==> src/rtl/video_pkg.sv <==
// video_pkg: shared definitions for the video line path.
//   - ld_state_t : line loader sequencer states
//   - PIXELS_DEF / ACTIVE_LINES_DEF : raster geometry shared with the timer
//   - ADDR_W_DEF : frame-memory address width
package video_pkg;
  localparam int PIXELS_DEF       = 320;
  localparam int ACTIVE_LINES_DEF = 240;
  localparam int ADDR_W_DEF       = 17;

  typedef enum logic [1:0] {
    S_IDLE,
    S_WAIT,
    S_FETCH,
    S_DRAIN
  } ld_state_t;
endpackage

==> src/rtl/skid2.sv <==
// skid2: 2-entry FIFO catching frame-memory read data in flight.
// Ports:
//   clk, reset   : clock, synchronous active-high reset
//   push / din   : enqueue din
//   pop          : dequeue head (ignored when nothing is valid)
//   flush        : drop all entries
//   count        : entries held in storage
//   valid / head : head available; when storage is empty the incoming
//                  push data falls through so a byte can leave the same
//                  cycle it arrives
module skid2 #(
  parameter int W = 8
) (
  input  logic         clk,
  input  logic         reset,
  input  logic         push,
  input  logic         pop,
  input  logic         flush,
  input  logic [W-1:0] din,
  output logic [1:0]   count,
  output logic         valid,
  output logic [W-1:0] head
);
  logic [W-1:0] mem [2];
  logic         rd_ptr, wr_ptr;
  logic         store, take;

  // Pushing and popping an empty FIFO passes data straight through.
  assign take  = pop && (count != 2'd0);
  assign store = push && !(pop && (count == 2'd0));
  assign valid = (count != 2'd0) || push;
  assign head  = (count != 2'd0) ? mem[rd_ptr] : din;

  always_ff @(posedge clk) begin
    if (reset || flush) begin
      rd_ptr <= 1'b0;
      wr_ptr <= 1'b0;
      count  <= 2'd0;
    end else begin
      if (store) begin
        mem[wr_ptr] <= din;
        wr_ptr      <= ~wr_ptr;
      end
      if (take) rd_ptr <= ~rd_ptr;
      count <= count + {1'b0, store} - {1'b0, take};
    end
  end
endmodule

==> src/rtl/line_loader.sv <==
// line_loader: fills the video generator's line buffer one raster line
// ahead of display. On each change of the displayed line it reads PIXELS
// bytes of the next row from a 1-cycle-latency frame memory and pushes
// them through the write/ready handshake.
// Ports:
//   clk, reset         : clock, synchronous active-high reset
//   enable             : allows new loads to start
//   line               : current displayed line
//   base_next          : frame base, latched at frame start (line -> 0)
//   ready / write      : line buffer handshake, data_o is the byte
//   mem_rd / mem_addr  : frame-memory read strobe and address
//   mem_data           : read data, one cycle after mem_rd
//   busy               : load in progress
//   overrun / clr_overrun : sticky aborted-load flag and its clear
module line_loader
  import video_pkg::*;
#(
  parameter int PIXELS       = PIXELS_DEF,
  parameter int ACTIVE_LINES = ACTIVE_LINES_DEF,
  parameter int ADDR_W       = ADDR_W_DEF
) (
  input  logic              clk,
  input  logic              reset,
  input  logic              enable,
  input  logic [7:0]        line,
  input  logic [ADDR_W-1:0] base_next,
  input  logic              ready,
  output logic              write,
  output logic [7:0]        data_o,
  output logic              mem_rd,
  output logic [ADDR_W-1:0] mem_addr,
  input  logic [7:0]        mem_data,
  output logic              busy,
  output logic              overrun,
  input  logic              clr_overrun
);
  localparam int COL_W = (PIXELS > 1) ? $clog2(PIXELS) : 1;
  localparam logic [COL_W-1:0] COL_LAST = COL_W'(PIXELS - 1);

  ld_state_t         state;
  logic [7:0]        line_q, row_q, tgt_row;
  logic [8:0]        line_inc;
  logic [COL_W-1:0]  col;
  logic [ADDR_W-1:0] base_cur, row_off;
  logic              rd_pend;
  logic              line_chg, tgt_active, start, abort;
  logic [1:0]        sk_count;
  logic              sk_valid;
  logic [7:0]        sk_head;
  logic [2:0]        inflight;

  assign line_chg   = (line != line_q);
  assign line_inc   = {1'b0, line} + 9'd1;
  // Past the last active line only line 255 wraps to row 0 (next frame).
  assign tgt_active = (line == 8'hFF) || (line_inc < 9'(ACTIVE_LINES));
  assign tgt_row    = (line == 8'hFF) ? 8'd0 : line_inc[7:0];
  assign start      = line_chg && enable && tgt_active;
  assign abort      = line_chg && (state != S_IDLE);

  // Bytes stored plus reads in flight may never exceed the skid depth.
  // No read is issued in the abort cycle so nothing stale is in flight.
  assign inflight = {1'b0, sk_count} + {2'b00, rd_pend};
  assign mem_rd   = (state == S_FETCH) && ready && !line_chg && (inflight < 3'd2);
  // The abort cycle emits nothing: the skid holds the old line's data.
  assign write    = ready && sk_valid && !abort;
  assign data_o   = sk_valid ? sk_head : 8'd0;
  assign busy     = (state != S_IDLE);

  generate
    if (PIXELS == 320) begin : g_row_shift
      logic [16:0] prod;
      assign prod    = {1'b0, row_q, 8'b0} + {3'b0, row_q, 6'b0};
      assign row_off = ADDR_W'(prod);
    end else begin : g_row_mul
      assign row_off = ADDR_W'(32'(row_q) * 32'(PIXELS));
    end
  endgenerate

  assign mem_addr = base_cur + row_off + ADDR_W'(col);

  skid2 #(.W(8)) u_skid (
    .clk   (clk),
    .reset (reset),
    .push  (rd_pend),
    .pop   (write),
    .flush (abort),
    .din   (mem_data),
    .count (sk_count),
    .valid (sk_valid),
    .head  (sk_head)
  );

  always_ff @(posedge clk) begin
    if (reset) begin
      state    <= S_IDLE;
      line_q   <= 8'd0;
      row_q    <= 8'd0;
      col      <= '0;
      base_cur <= '0;
      rd_pend  <= 1'b0;
      overrun  <= 1'b0;
    end else begin
      line_q  <= line;
      rd_pend <= mem_rd;
      if (line_chg && (line == 8'd0)) base_cur <= base_next;
      if (abort)            overrun <= 1'b1;
      else if (clr_overrun) overrun <= 1'b0;

      if (line_chg) begin
        // A line change either starts a load or (when aborting into a
        // blank/disabled line) leaves the loader idle.
        if (start) begin
          state <= S_WAIT;
          row_q <= tgt_row;
          col   <= '0;
        end else begin
          state <= S_IDLE;
        end
      end else begin
        case (state)
          S_WAIT:  if (ready) state <= S_FETCH;
          S_FETCH: if (mem_rd) begin
            col <= col + 1'b1;
            if (col == COL_LAST) state <= S_DRAIN;
          end
          S_DRAIN: if ((sk_count == 2'd0) && !rd_pend) state <= S_IDLE;
          default: state <= S_IDLE;
        endcase
      end
    end
  end
endmodule

==> config.mk <==
export PLATFORM = sky130hd
export DESIGN_NAME = line_loader
export DESIGN_NICKNAME = d
export VERILOG_FILES = /design/src/rtl/video_pkg.sv /design/src/rtl/skid2.sv /design/src/rtl/line_loader.sv
export SDC_FILE = /design/constraint.sdc
export NUM_CORES = 1
export LEC_CHECK = 0
export CAP_MARGIN = 10
export CORE_ASPECT_RATIO = 0.9
export CORE_MARGIN = 5
export CORE_UTILIZATION = 30
export CTS_CLUSTER_DIAMETER = 60
export DETAILED_ROUTE_END_ITERATION = 10
export HOLD_SLACK_MARGIN = 0.15
export MAX_ROUTING_LAYER = met4
export PLACE_DENSITY = 0.5
export SKIP_CTS_REPAIR_TIMING = 1
export SLEW_MARGIN = 20
export SYNTH_ARGS = -nofsm -noshare
export SYNTH_HDL_FRONTEND = slang
export SYNTH_SLANG_ARGS = --single-unit
==> constraint.sdc <==
create_clock -name clk -period 3.29 [get_ports clk]
set_input_delay 0.658 -clock clk [delete_from_list [all_inputs] [get_ports clk]]
set_output_delay 0.658 -clock clk [all_outputs]
set_load 0.03 [all_outputs]
==> flow_summary_export.csv <==
group,metric,value,unit
yosys,avgSynthCellArea,9.355,sq um
power_and_ir_drop,combPwrFrac,0.206,
setup_path,crit_family,"adder cells",
power_and_ir_drop,cellLeakagePower,2.695,nW
sta,final_clock_period_utilization_by_the_worst_path,1.185,
power_and_ir_drop,seq_power_share,0.353,
yosys,post-synth-top-count-cell,"dfxtp_1",
die,floorplan.initialDensity,0.3020,
setup_path,critPathBufInv,3,
power_and_ir_drop,peakVddDrop,224.0,uV
setup_path,slowest_stage,"fa_1",
run_status,violated_checks,"setup timing",
power_and_ir_drop,intPower,1.789,mW
drt,violation_count_after_the_first_detailed_route_iteration,177,
setup_path,worstSetupStartpointType,"register",
clock_tree,cts_h_tree_depth,3,
sta,timing.fmax,0.2565,GHz
clock_tree,clock_latency,0.34,ns
yosys,synth_cell_types,61,
sta,total_negative_slack,-4.231,ns
setup_path,critPathArrivalTime,3.24,ns
clock_tree,cts.reportedPaths.clkPinSlew,0.06,ns
min_path,holdCritPathClass,"reg2reg",
grt,grt_pass1_vias,3709,
drt,drt-vias-per-instance,4.711,
finish,antenna_diode_count,0,
run_status,run_status,"finished with violations",
drt,wl_per_cell,13.78,microns
power_and_ir_drop,totalPowerFinal,2.448,mW
sta,worst_pin_slew,0.5512,ns
die,floorplan.die_area,0.01718,sq mm
clock_tree,clockBufferDepth,2,
yosys,syn_nets,563,
finish,util_after_layout,0.4458,
die,boundaryPins,67,
grt,globalRouteOverflowTotal,0,
setup_path,rrSetupSlack,0.92,ns
finish,instances_no_fill,803,
drt,detailroute.via_count,3783,
setup_path,criticalPathCategory,"reg2out",
placed_design,gp_congestion,0.8520,
sta,hold_viol,0,
power_and_ir_drop,netSwitchingPower,0.6598,mW
power_and_ir_drop,power_density,377.3,mW/mm^2
drt,drc,0,
clock_tree,clockRootBuffer,"clkbuf_16",
job,max-cap-violations,0,
finish,multi_input_comb_area,0.003000,sq mm
finish,nFillCells,1410,
setup_path,worstPathMaxFanout,3,
yosys,ys_ff_latch,67,
placed_design,placed_cell_count,783,
sta,clock_tree_skew_after_final_layout,0.005889,ns
setup_path,slowest_delay,0.54,ns
grt,grt_start_max_net_pins,27,
yosys,yosys_most_used_dff,"dfxtp_1",
grt,grt_pass1_wl,18060,microns
clock_tree,cts_tree,"yes",
setup_path,worst_ep_required_time,2.63,ns
power_and_ir_drop,switch_share,0.2695,
yosys,asyncSetResetFlopFracSynth,0,
setup_path,critical_path.cell_chain,"inv_4, fa_1, inv_2, fa_2, ha_4, a21oi_4, o31ai_2, or3_4, o21a_1, a211o_4, buf_6",
die,floorplan.core_area,0.01456,sq mm
sta,final_max_slew_viol_count,0,
finish,drive_above_1_share,0.2595,
yosys,syn_area,0.004397,sq mm
sta,period_needed,3.898,ns
sta,slew_headroom,0.6276,
finish,design.final.nets,693,
clock_tree,tritoncts_num_sinks,67,
finish,regArea,0.001505,sq mm
yosys,yosysSeqAreaShare,0.3415,
yosys,synth.cells.most_frequent,"dfxtp_1, inv_1, ha_1",
die,std_cell_rows,42,
yosys,synth_edf_count,16,
grt,grt_use_total,0.1345,
yosys,synth_top_cell_by_area,"dfxtp_1",
yosys,yosys-top-cells-area,"dfxtp_1, ha_1, edfxtp_1",
yosys,post-synth-top-area-fraction,0.2322,
placed_design,buffer_ports.inserted,66,
drt,route.final.wire_length,11070,microns
setup_path,critical_path_end_type,"output port",
placed_design,dp_hpwl,8545,microns
drt,antenna_left,0,
sta,final_critical_path_setup_slack,-0.6083,ns
power_and_ir_drop,clockPowerShare,0.441,
sta,grt_setup_unrepaired,"true",
yosys,synthCells,470,
die,die_h,124.9,microns
drt,drt_pre_antenna_iters,6,
yosys,ys_warn_count,0,
clock_tree,tritoncts.num_buffers,9,
grt,antenna_found_initial,0,
die,die-width,137.6,microns
sta,report.final.setup_viol,10,
finish,area_growth_syn_to_layout,47.58,%
[sequential cells by signal, indices dropped and copies added, names as in the netlist, named ones only]
| register | cells |
|---|---|
| u_skid.count | 2 |
| base_cur | 17 |
| state | 2 |
| row_q | 8 |
| overrun | 1 |
| rd_pend | 1 |
| line_q | 8 |
| u_skid.mem | 16 |
| col | 9 |
| u_skid.rd_ptr | 1 |
| u_skid.wr_ptr | 1 |
[cells by family (layout without fill, tap and decap cells)]
group	after synthesis	after routing	share of synthesized area
AO/OA/AOI/OAI	89	89	0.1372
XOR/XNOR	28	28	0.05748
adder cells (fa/ha/maj)	55	55	0.1736
buffers and inverters	61	196	0.05748
flip-flops	67	67	0.3415
multiplexers	26	26	0.05919
AND/OR/NAND/NOR	144	144	0.1736
[metrics by stage]
step	setup slack [ns]	area, sq um	hold WS [ns]
3_3_place_gp	-0.2544	5833	0.4780
5_1_grt	-0.7107	6489	0.5161
2_1_floorplan	-0.05552	4511	0.4604
6_report	-0.6083	6489	0.4976
3_5_place_dp	-0.2918	5833	0.4813
4_1_cts	-0.6677	6167	0.4963
[metal layers]
layer / track usage / part of all wire / wire length [microns] / vias up
met4: 0.04577 / 0.015 / 166 / 0
met2: 0.1860 / 0.43 / 4744 / 67
met5: - / 0 / 0 / -
li1: - / - / - / 1931
met1: 0.1912 / 0.52 / 5705 / 1774
met3: 0.03110 / 0.041 / 452 / 11
[worst reg2reg max path, stage by stage (launching register included)]
cell,delay (ns)
dfxtp_1,0.32
xor2_2,0.20
or4_4,0.59
nor2_4,0.14
o21ai_1,0.11
nor2_1,0.11
ha_1,0.23
inv_1,0.06
ha_1,0.15
xor2_1,0.17
xnor2_1,0.13
nor2_1,0.05
[cell usage in the layout (no fill, tap or decap), types with 8 or more instances in the layout]
cell / n
buf_4: 67
clkdlybuf4s50_1: 50
dfxtp_1: 48
inv_1: 43
nor2_1: 38
ha_1: 36
mux2i_1: 26
o21ai_0: 19
nand3_1: 19
nand2_1: 18
nor3_1: 16
edfxtp_1: 16
xnor2_1: 14
a21oi_1: 12
xor2_1: 10
nor2b_1: 9
clkbuf_16: 9
buf_6: 9
fa_1: 8
[area by class of cell]
type                       count  area share
clock inverter                 7     0.01678
tap                          198     0.03818
sequential                    67      0.2320
timing repair buffer         133      0.1884
inverter                      47     0.02757
clock buffer                   9     0.03471
multi-input combinational    342      0.4624
[power by group through the flow]
stage          clock (mW)  sequential, mW  combinational, mW
6_report             1.08           0.865              0.504
2_1_floorplan           0           0.883              0.249
3_5_place_dp            0           0.883              0.454
5_1_grt              1.15           0.866              0.550
3_3_place_gp            0           0.882              0.451
4_1_cts              1.11           0.865              0.457
[path summary, 6_finish.rpt]
check	startpoint	to	cells past startpoint
worst max-delay path	row_q[0]	mem_addr[15]	11
worst min-delay path	base_cur[12]	base_cur[12]	2
worst max register to register	line_q[3]	u_skid.count[1]	11
worst min register to register	base_cur[12]	base_cur[12]	2
Power figures use the tool's default switching activity.
